$ cat src/rtl/serial_compare_ctrl.sv
// rtl/serial_compare_ctrl.sv - MSB-first 2-bit-per-cycle unsigned magnitude comparator sequencer
// Reports gt/eq/lt with a one-cycle done pulse and stops at the first unequal bit pair.
module serial_compare_ctrl #(
    parameter int WIDTH = 8
) (
    input  logic             clk,
    input  logic             rst,
    input  logic             start,
    input  logic [WIDTH-1:0] a,
    input  logic [WIDTH-1:0] b,
    output logic             busy,
    output logic             done,
    output logic             gt,
    output logic             eq,
    output logic             lt
);
    localparam int PAIRS = WIDTH / 2;
    localparam int CW    = $clog2(PAIRS) + 1;

    typedef enum logic {
        IDLE = 1'b0,
        RUN  = 1'b1
    } state_t;

    state_t          state;
    logic [WIDTH-1:0] sa;
    logic [WIDTH-1:0] sb;
    logic [CW-1:0]    cnt;
    logic [1:0]       pa;
    logic [1:0]       pb;
    logic             g_ab;
    logic             g_ba;

    // The same 2-bit greater cell is used in both directions, with operands swapped.
    function automatic logic greater2(input logic [1:0] x, input logic [1:0] y);
        return (x[1] & ~y[1]) | (~(x[1] ^ y[1]) & x[0] & ~y[0]);
    endfunction

    assign pa   = sa[WIDTH-1:WIDTH-2];
    assign pb   = sb[WIDTH-1:WIDTH-2];
    assign g_ab = greater2(pa, pb);
    assign g_ba = greater2(pb, pa);
    assign busy = (state == RUN);

    always_ff @(posedge clk or posedge rst) begin
        if (rst) begin
            state <= IDLE;
            sa    <= '0;
            sb    <= '0;
            cnt   <= '0;
            done  <= 1'b0;
            gt    <= 1'b0;
            eq    <= 1'b0;
            lt    <= 1'b0;
        end else begin
            done <= 1'b0;
            case (state)
                IDLE: begin
                    if (start) begin
                        sa    <= a;
                        sb    <= b;
                        cnt   <= CW'(PAIRS - 1);
                        gt    <= 1'b0;
                        eq    <= 1'b0;
                        lt    <= 1'b0;
                        state <= RUN;
                    end
                end
                RUN: begin
                    if (g_ab) begin
                        gt    <= 1'b1;
                        done  <= 1'b1;
                        state <= IDLE;
                    end else if (g_ba) begin
                        lt    <= 1'b1;
                        done  <= 1'b1;
                        state <= IDLE;
                    end else if (cnt != '0) begin
                        sa  <= sa << 2;
                        sb  <= sb << 2;
                        cnt <= cnt - 1'b1;
                    end else begin
                        eq    <= 1'b1;
                        done  <= 1'b1;
                        state <= IDLE;
                    end
                end
                default: state <= IDLE;
            endcase
        end
    end
endmodule

$ cat config.mk
export PLATFORM = sky130hd
export DESIGN_NAME = serial_compare_ctrl
export DESIGN_NICKNAME = d
export VERILOG_FILES = /design/src/rtl/serial_compare_ctrl.sv
export SDC_FILE = /design/constraint.sdc
export NUM_CORES = 1
export LEC_CHECK = 0
export ABC_AREA = 1
export ABC_CLOCK_PERIOD_IN_PS = 1370
export BUFFER_PORTS_ARGS = -buffer_cell sky130_fd_sc_hd__buf_4
export CAP_MARGIN = 25
export CORE_MARGIN = 2
export CORE_UTILIZATION = 25
export CTS_BUF_LIST = sky130_fd_sc_hd__clkbuf_4 sky130_fd_sc_hd__clkbuf_8
export CTS_CLUSTER_SIZE = 28
export DETAILED_ROUTE_END_ITERATION = 10
export PLACE_DENSITY = 0.51
export SYNTH_ARGS = -nofsm -noshare
export SYNTH_HDL_FRONTEND = slang
export SYNTH_SLANG_ARGS = --single-unit
$ cat constraint.sdc
create_clock -name clk -period 1.37 [get_ports clk]
set_input_delay 0.274 -clock clk [delete_from_list [all_inputs] [get_ports clk]]
set_output_delay 0.274 -clock clk [all_outputs]
set_load 0.05 [all_outputs]
==> results of run 1 <==
[critical path: stages (launching register included)]
cell and delay, ns:
sky130_fd_sc_hd__dfrtp_1 0.43, sky130_fd_sc_hd__ha_4 0.31, sky130_fd_sc_hd__nand3_4 0.07, sky130_fd_sc_hd__nand3_4 0.08, sky130_fd_sc_hd__nand2_4 0.06, sky130_fd_sc_hd__buf_6 0.13, sky130_fd_sc_hd__buf_6 0.13, sky130_fd_sc_hd__nand3_1 0.08
sky130_fd_sc_hd__nand2_1 0.06
[registers in the layout, indices dropped and copies added (netlist names)]
name,cells
sb,8
eq,1
sa,8
busy,1
lt,1
done,1
cnt,3
gt,1
[logic make-up after synthesis]
group,Yosys count,synth area share
fa+ha+maj,4,0.0394
compound gates,3,0.0207
flops,24,0.473
xor+xnor,1,0.00690
buf+inv,19,0.0749
simple gates,116,0.385
[through the flow]
step	util	setup WS [ns]	hold WS (ns)	instance area, um2
final	0.401	-0.0881	0.0449	1930
after CTS	0.374	-0.0673	0.0537	1800
after detailed placement	0.334	-0.0798	0.355	1610
after global routing	0.401	-0.172	0.0740	1930
after global placement	0.334	-0.0622	0.357	1610
after floorplan	-	-0.0100	0.289	1290
[metal layers]
metal / vias to the layer above / GRT usage / wire length (um)
li1: 603 / - / -
met1: 533 / 0.173 / 1560
met2: 20 / 0.200 / 1490
met3: 4 / 0.0335 / 114
met4: 0 / 0.0253 / 23
met5: - / 0 / 0
[layout by cell type (no fill, tap or decap), types with 2 or more instances in the layout]
| cell | instances |
|---|---|
| sky130_fd_sc_hd__nand2_1 | 73 |
| sky130_fd_sc_hd__buf_6 | 5 |
| sky130_fd_sc_hd__ha_1 | 2 |
| sky130_fd_sc_hd__clkbuf_8 | 3 |
| sky130_fd_sc_hd__nand3_1 | 16 |
| sky130_fd_sc_hd__inv_1 | 7 |
| sky130_fd_sc_hd__nand3_2 | 6 |
| sky130_fd_sc_hd__dfrtp_1 | 23 |
| sky130_fd_sc_hd__inv_2 | 3 |
| sky130_fd_sc_hd__nand2_4 | 4 |
| sky130_fd_sc_hd__nand2_2 | 11 |
| sky130_fd_sc_hd__ha_4 | 2 |
| sky130_fd_sc_hd__buf_4 | 35 |
| sky130_fd_sc_hd__inv_4 | 2 |
| sky130_fd_sc_hd__nand3_4 | 3 |
[what timing repair did]
item / CTS / global route
gates resized for setup: 14 / 29
setup endpoints to repair: 22 / 24
setup buffers: 5 / 0
pin swaps: 3 / 1
hold endpoints to repair: 0 / 0
cloned: 1 / 1
[area by class of cell]
class                   instances  area [um2]  area share
clock buffers                   3        41.3      0.0214
well taps                      67        83.8      0.0435
multi-input cells             124         716       0.371
clock inverters                 1        30.0      0.0156
inverters                      12        50.0      0.0259
flip-flops and latches         24         602       0.312
repair buffers                 44         407       0.211
[power by group through the flow]
stage / sequential (mW) / clock [mW] / combinational (mW)
3_3_place_gp: 1.28 / 0 / 2.36
6_report: 1.32 / 0.643 / 3.29
3_5_place_dp: 1.27 / 0 / 2.38
5_1_grt: 1.37 / 0.679 / 3.65
4_1_cts: 1.27 / 0.658 / 2.83
2_1_floorplan: 1.42 / 0 / 1.55
[how the worst min path moves through the flow]
stage / start / end / slack [ns]
2_1_floorplan: rst / cnt[0]$_DFFE_PP0P_ / 0.29
3_3_place_gp: rst / lt$_DFFE_PP0P_ / 0.36
3_5_place_dp: rst / done$_DFF_PP0_ / 0.36
4_1_cts: rst / cnt[0]$_DFFE_PP0P_ / 0.05
5_1_grt: rst / cnt[0]$_DFFE_PP0P_ / 0.07
6_report: rst / cnt[0]$_DFFE_PP0P_ / 0.04
==> impl_metrics.xml, run 1 <==
<?xml version="1.0" encoding="UTF-8"?>
<metrics>
  <group name="sta">
    <metric name="timing.setup.tns" unit="ns">-1.45</metric>
    <metric name="finalCriticalPeriod" unit="ns">1.46</metric>
    <metric name="setup_viol_count_final" unit="">21</metric>
    <metric name="maxClockFrequency" unit="MHz">686</metric>
    <metric name="worst_slew_margin_rel" unit="">0.783</metric>
    <metric name="worstMarginPinSlew" unit="ns">0.326</metric>
    <metric name="timing.final.hold_violations" unit="">0</metric>
    <metric name="finalMaxSlewViolations" unit="">0</metric>
    <metric name="final_min_period_over_clock_period" unit="">1.06</metric>
    <metric name="rsz0062_at_grt" unit="">yes</metric>
    <metric name="final.setup_skew" unit="ns">0.00554</metric>
    <metric name="fin_ws" unit="ns">-0.0881</metric>
  </group>
  <group name="detailed_routing">
    <metric name="num_vias" unit="">1160</metric>
    <metric name="wire_per_inst" unit="um">11.6</metric>
    <metric name="dr.pass1.iters" unit="">4</metric>
    <metric name="total_wire_length_after_detailed_routing" unit="um">3190</metric>
    <metric name="post_drt_via_cell_ratio" unit="">4.22</metric>
    <metric name="drc" unit="">0</metric>
    <metric name="drtIter0Drc" unit="">52</metric>
    <metric name="drt.antenna.violating_nets" unit="">0</metric>
  </group>
  <group name="power_and_ir_drop">
    <metric name="power_report.internal_total" unit="mW">2.96</metric>
    <metric name="seqPwrFrac" unit="">0.252</metric>
    <metric name="p_comb_frac" unit="">0.625</metric>
    <metric name="leakage_power" unit="nW">1.03</metric>
    <metric name="power.clock.fraction" unit="">0.122</metric>
    <metric name="total_power" unit="mW">5.25</metric>
    <metric name="power.switching_fraction" unit="">0.437</metric>
    <metric name="p_per_area" unit="mW/mm2">2720</metric>
    <metric name="ir_worst_vdd" unit="mV">1.13</metric>
    <metric name="power.switching" unit="mW">2.30</metric>
  </group>
  <group name="critical_path">
    <metric name="crit_arrival" unit="ns">1.63</metric>
    <metric name="end_kind" unit="">flop</metric>
    <metric name="r2r-start" unit="">sb[7]$_DFFE_PP0P_</metric>
    <metric name="worst-setup-path-type" unit="">reg -&gt; reg</metric>
    <metric name="reg2reg_depth" unit="">8</metric>
    <metric name="worst-endpoint-required" unit="ns">1.54</metric>
    <metric name="beginning_of_the_critical_path" unit="">sb[7]$_DFFE_PP0P_</metric>
    <metric name="r2r-end" unit="">sa[4]$_DFFE_PP0P_</metric>
    <metric name="cp_max_fo" unit="">7</metric>
    <metric name="setup.worst_path.start_class" unit="">flop</metric>
    <metric name="rrSetupSlack" unit="ns">-0.09</metric>
    <metric name="capturing_instance_or_port_of_the_critical_path" unit="">sa[4]$_DFFE_PP0P_</metric>
  </group>
  <group name="outcome">
    <metric name="failing_checks" unit="">negative setup slack</metric>
    <metric name="outcome" unit="">complete, but fails checks</metric>
  </group>
  <group name="floorplan">
    <metric name="core_area" unit="mm2">0.00482</metric>
    <metric name="starting_density_of_the_core" unit="">0.264</metric>
    <metric name="row_count" unit="">25</metric>
    <metric name="io-pin-count" unit="">24</metric>
    <metric name="die_area" unit="mm2">0.00567</metric>
    <metric name="dieWidth" unit="um">75.3</metric>
    <metric name="die_h" unit="um">75.3</metric>
  </group>
  <group name="finish">
    <metric name="post_route_cells_drive_above_1_share" unit="">0.399</metric>
    <metric name="final_cell_count_no_fill" unit="">275</metric>
    <metric name="antenna_cells_inserted" unit="">0</metric>
    <metric name="fillerInstances" unit="">521</metric>
    <metric name="flow.area_growth_from_synthesis" unit="%">51.9</metric>
    <metric name="finish.net_count" unit="">232</metric>
  </group>
  <group name="synth">
    <metric name="yosys.cell_types.count" unit="">17</metric>
    <metric name="average_instance_area_after_synthesis" unit="um2">7.60</metric>
    <metric name="post_synth_most_frequent_cells" unit="">sky130_fd_sc_hd__nand2_1, sky130_fd_sc_hd__dfrtp_1, sky130_fd_sc_hd__nand3_1</metric>
    <metric name="netlist_top_cells_area" unit="">sky130_fd_sc_hd__dfrtp_1, sky130_fd_sc_hd__nand2_1, sky130_fd_sc_hd__nand3_1</metric>
    <metric name="synth_fp_nets" unit="">190</metric>
    <metric name="syn_area" unit="mm2">0.00127</metric>
    <metric name="synthCells" unit="">167</metric>
    <metric name="proportion_of_synthesized_chip_area_in_sequential_cells" unit="">0.473</metric>
    <metric name="post_synth_edffs" unit="">0</metric>
    <metric name="yosys_most_used_dff" unit="">sky130_fd_sc_hd__dfrtp_1</metric>
    <metric name="yosys.cell_count.top_type" unit="">sky130_fd_sc_hd__nand2_1</metric>
    <metric name="synth_top_area_cell" unit="">sky130_fd_sc_hd__dfrtp_1</metric>
    <metric name="ys_async_sr_fraction" unit="">1.00</metric>
    <metric name="synth_top_area_share" unit="">0.473</metric>
    <metric name="synthesis.yosys.warnings" unit="">0</metric>
    <metric name="seq_cells_post_synth" unit="">24</metric>
  </group>
  <group name="global_routing">
    <metric name="via_count_of_the_first_global_routing_pass" unit="">1139</metric>
    <metric name="grt_pass1_wl" unit="um">5340</metric>
    <metric name="antenna_found_initial" unit="">0</metric>
    <metric name="grt.total_usage" unit="">0.125</metric>
    <metric name="gr-total-overflow" unit="">0</metric>
    <metric name="grt_start_max_net_pins" unit="">25</metric>
  </group>
  <group name="placed_design">
    <metric name="dp_hpwl" unit="um">1920</metric>
    <metric name="portBuffers" unit="">23</metric>
    <metric name="placed_instances" unit="">264</metric>
    <metric name="gpl.final_weighted_congestion" unit="">0.744</metric>
  </group>
  <group name="clock_tree">
    <metric name="cts_htree_levels" unit="">1</metric>
    <metric name="clock_insertion_delay_at_the_later_pin_of_the_skew_report" unit="ns">0.27</metric>
    <metric name="cts_sinks" unit="">24</metric>
    <metric name="cts_buffers" unit="">3</metric>
    <metric name="post_cts_hold_buffer_count" unit="">0</metric>
    <metric name="clock_tree_from_tritoncts" unit="">done</metric>
    <metric name="max-clock-path-buffers" unit="">2</metric>
    <metric name="path_clk_slew" unit="ns">0.09</metric>
    <metric name="cts_root_buffer" unit="">sky130_fd_sc_hd__clkbuf_8</metric>
  </group>
  <group name="job">
    <metric name="cap_violations" unit="">0</metric>
  </group>
  <group name="worst_hold_path">
    <metric name="worstHoldPathType" unit="">in -&gt; async</metric>
  </group>
</metrics>
Power figures use the tool's default switching activity.
==> run 2: changes to the inputs <==
--- a/config.mk
+++ b/config.mk
@@ -14,6 +14,7 @@
 export CTS_BUF_LIST = sky130_fd_sc_hd__clkbuf_4 sky130_fd_sc_hd__clkbuf_8
 export CTS_CLUSTER_SIZE = 28
 export DETAILED_ROUTE_END_ITERATION = 10
+export GPL_TIMING_DRIVEN = 0
 export PLACE_DENSITY = 0.51
 export SYNTH_ARGS = -nofsm -noshare
 export SYNTH_HDL_FRONTEND = slang
==> constraint.sdc (replaced) <==
create_clock -name clk -period 1.37 [get_ports clk]
set_input_delay 0.137 -clock clk [delete_from_list [all_inputs] [get_ports clk]]
set_output_delay 0.137 -clock clk [all_outputs]
set_load 0.05 [all_outputs]
==> impl_metrics.xml, run 2 (synthesis gave the netlist of run 1 again) <==
<?xml version="1.0" encoding="UTF-8"?>
<metrics>
  <group name="critical_path">
    <metric name="critical_path.most_common_cell" unit="">sky130_fd_sc_hd__buf_6</metric>
    <metric name="worst-setup-path-type" unit="">reg -&gt; reg</metric>
    <metric name="crit_chain" unit="">buf_6, inv_4, ha_4, inv_2, nand3_2, nand2_4, nand3_4, buf_6, nand2_2, nand2_1</metric>
    <metric name="crit_arrival" unit="ns">1.61</metric>
    <metric name="timing.critical_path.max_delay_family" unit="">flip-flops</metric>
    <metric name="worst-endpoint-required" unit="ns">1.53</metric>
    <metric name="worst_path_largest_cell_delay" unit="ns">0.42</metric>
    <metric name="end_kind" unit="">flop</metric>
    <metric name="cp_max_fo" unit="">5</metric>
    <metric name="setup.worst_path.start_class" unit="">flop</metric>
    <metric name="critical-path-slowest-cell" unit="">sky130_fd_sc_hd__dfrtp_1</metric>
    <metric name="critPathBufInv" unit="">4</metric>
  </group>
  <group name="detailed_routing">
    <metric name="post_drt_via_cell_ratio" unit="">4.20</metric>
    <metric name="wire_per_inst" unit="um">11.8</metric>
    <metric name="num_vias" unit="">1158</metric>
    <metric name="total_wire_length_after_detailed_routing" unit="um">3260</metric>
    <metric name="drc" unit="">0</metric>
    <metric name="dr.pass1.iters" unit="">4</metric>
    <metric name="drtIter0Drc" unit="">25</metric>
    <metric name="drt.antenna.violating_nets" unit="">0</metric>
  </group>
  <group name="sta">
    <metric name="final_min_period_over_clock_period" unit="">1.06</metric>
    <metric name="finalMaxSlewViolations" unit="">0</metric>
    <metric name="worst_slew_margin_rel" unit="">0.857</metric>
    <metric name="timing.final.hold_violations" unit="">0</metric>
    <metric name="finalCriticalPeriod" unit="ns">1.45</metric>
    <metric name="maxClockFrequency" unit="MHz">688</metric>
    <metric name="final.setup_skew" unit="ns">0.00812</metric>
    <metric name="setup_viol_count_final" unit="">20</metric>
    <metric name="rsz0062_at_grt" unit="">yes</metric>
    <metric name="fin_ws" unit="ns">-0.0829</metric>
    <metric name="worstMarginPinSlew" unit="ns">0.215</metric>
  </group>
  <group name="global_routing">
    <metric name="gr-total-overflow" unit="">0</metric>
    <metric name="via_count_of_the_first_global_routing_pass" unit="">1135</metric>
    <metric name="grt_pass1_wl" unit="um">5550</metric>
    <metric name="grt_start_max_net_pins" unit="">25</metric>
    <metric name="grt.total_usage" unit="">0.134</metric>
    <metric name="antenna_found_initial" unit="">0</metric>
  </group>
  <group name="power_and_ir_drop">
    <metric name="ir_worst_vdd" unit="mV">0.909</metric>
    <metric name="p_per_area" unit="mW/mm2">2560</metric>
    <metric name="leakage_power" unit="nW">0.995</metric>
    <metric name="total_power" unit="mW">4.74</metric>
  </group>
  <group name="outcome">
    <metric name="failing_checks" unit="">negative setup slack</metric>
    <metric name="outcome" unit="">complete, but fails checks</metric>
  </group>
  <group name="placed_design">
    <metric name="dp_hpwl" unit="um">2010</metric>
    <metric name="placed_instances" unit="">257</metric>
    <metric name="gpl.final_weighted_congestion" unit="">0.707</metric>
    <metric name="portBuffers" unit="">23</metric>
  </group>
  <group name="clock_tree">
    <metric name="cts_buffers" unit="">3</metric>
    <metric name="clock_tree_from_tritoncts" unit="">done</metric>
    <metric name="cts_htree_levels" unit="">1</metric>
    <metric name="cts_sinks" unit="">24</metric>
    <metric name="clock_insertion_delay_at_the_later_pin_of_the_skew_report" unit="ns">0.27</metric>
    <metric name="cts_root_buffer" unit="">sky130_fd_sc_hd__clkbuf_8</metric>
    <metric name="max-clock-path-buffers" unit="">2</metric>
    <metric name="path_clk_slew" unit="ns">0.09</metric>
  </group>
  <group name="finish">
    <metric name="fillerInstances" unit="">512</metric>
    <metric name="antenna_cells_inserted" unit="">0</metric>
    <metric name="finish.net_count" unit="">233</metric>
    <metric name="layout.cells.most_common" unit="">sky130_fd_sc_hd__nand2_1</metric>
    <metric name="flow.area_growth_from_synthesis" unit="%">45.5</metric>
    <metric name="layout_top_registers" unit="">sa x8, sb x8, cnt x3</metric>
    <metric name="post_route_cells_drive_above_1_share" unit="">0.392</metric>
    <metric name="final_cell_count_no_fill" unit="">276</metric>
    <metric name="layout.cells.most_common_list" unit="">sky130_fd_sc_hd__nand2_1, sky130_fd_sc_hd__buf_4, sky130_fd_sc_hd__dfrtp_1</metric>
  </group>
  <group name="floorplan">
    <metric name="core_area" unit="mm2">0.00482</metric>
    <metric name="dieWidth" unit="um">75.3</metric>
    <metric name="die_h" unit="um">75.3</metric>
    <metric name="starting_density_of_the_core" unit="">0.264</metric>
    <metric name="io-pin-count" unit="">24</metric>
    <metric name="row_count" unit="">25</metric>
    <metric name="die_area" unit="mm2">0.00567</metric>
  </group>
  <group name="worst_hold_path">
    <metric name="worstHoldPathType" unit="">in -&gt; reg</metric>
  </group>
  <group name="job">
    <metric name="cap_violations" unit="">0</metric>
  </group>
</metrics>
==> run 2: cell types whose count changed in the layout (fill, tap and decap cells not counted), moves of 2 or more <==
cell,previous run,this run
sky130_fd_sc_hd__nand2_1,73,67
sky130_fd_sc_hd__nand3_4,3,1
sky130_fd_sc_hd__nand3_1,16,21
sky130_fd_sc_hd__nand3_2,6,3
sky130_fd_sc_hd__nand2_2,11,18
==> run 2: final timing paths <==
check	depth (start not counted)	startpoint	to	slack, ns
max in group asynchronous	4	rst	sb[0]$_DFFE_PP0P_	0.72
min	3	a[1]	sa[1]$_DFFE_PP0P_	0.09
max	10	sb[7]$_DFFE_PP0P_	sa[4]$_DFFE_PP0P_	-0.08
min in group asynchronous	3	rst	done$_DFF_PP0_	0.29
max reg2reg	10	sb[7]$_DFFE_PP0P_	sa[4]$_DFFE_PP0P_	-0.08
min reg2reg	2	sa[0]$_DFFE_PP0P_	sa[0]$_DFFE_PP0P_	0.48
==> run 2: area by class of cell <==
cell class / instances / area [um2] / share of cell area
Sequential cell: 24 / 602 / 0.326
Timing Repair Buffer: 38 / 319 / 0.173
Clock buffer: 4 / 48.8 / 0.0264
Buffer: 7 / 65.1 / 0.0352
Multi-Input combinational cell: 124 / 682 / 0.369
Tap cell: 67 / 83.8 / 0.0454
Inverter: 12 / 47.5 / 0.0257
==> run 2: metrics by stage <==
| stage | hold slack (ns) | util | cell area, um2 | setup slack (ns) | setup TNS, ns |
|---|---|---|---|---|---|
| after floorplan | 0.152 | - | 1290 | -0.0100 | -0.160 |
| after global placement | 0.370 | 0.322 | 1550 | -0.161 | -2.67 |
| after detailed placement | 0.371 | 0.322 | 1550 | -0.163 | -2.62 |
| after CTS | 0.0874 | 0.360 | 1730 | -0.0557 | -0.808 |
| after global routing | 0.0863 | 0.384 | 1850 | -0.156 | -3.02 |
| final | 0.0925 | 0.384 | 1850 | -0.0829 | -1.25 |
==> run 2: power breakdown <==
| part | total (mW) | internal (mW) | switching (mW) |
|---|---|---|---|
| logic | 2.98 | 1.26 | 1.72 |
| registers | 1.29 | 1.05 | 0.245 |
| clock network | 0.464 | 0.228 | 0.236 |
| total | 4.74 | 2.53 | 2.21 |
==> run 2: worst reg2reg max path, cell delays in order, from the launching register on <==
cell and delay, ns:
sky130_fd_sc_hd__dfrtp_1 0.42, sky130_fd_sc_hd__buf_6 0.13, sky130_fd_sc_hd__inv_4 0.03, sky130_fd_sc_hd__ha_4 0.14
sky130_fd_sc_hd__inv_2 0.05, sky130_fd_sc_hd__nand3_2 0.07, sky130_fd_sc_hd__nand2_4 0.11, sky130_fd_sc_hd__nand3_4 0.12
sky130_fd_sc_hd__buf_6 0.17, sky130_fd_sc_hd__nand2_2 0.05, sky130_fd_sc_hd__nand2_1 0.05
==> run 2: what timing repair did <==
| action | in CTS | in global routing |
|---|---|---|
| endpoints found under the hold margin | 0 | 24 |
| hold buffers | 0 | 1 |
| setup endpoints to repair | 22 | 24 |
| buffers inserted | 8 | 3 |
| resized for setup | 18 | 17 |
| pin swaps | 8 | 4 |
| gates cloned | 2 | 0 |
==> run 2: routing by layer <==
layer	vias to the layer above	global-route usage	wire [um]
met5	-	0	0
met4	0	0.0448	70
met3	7	0.0321	152
met2	29	0.213	1470
met1	519	0.178	1570
li1	603	-	-
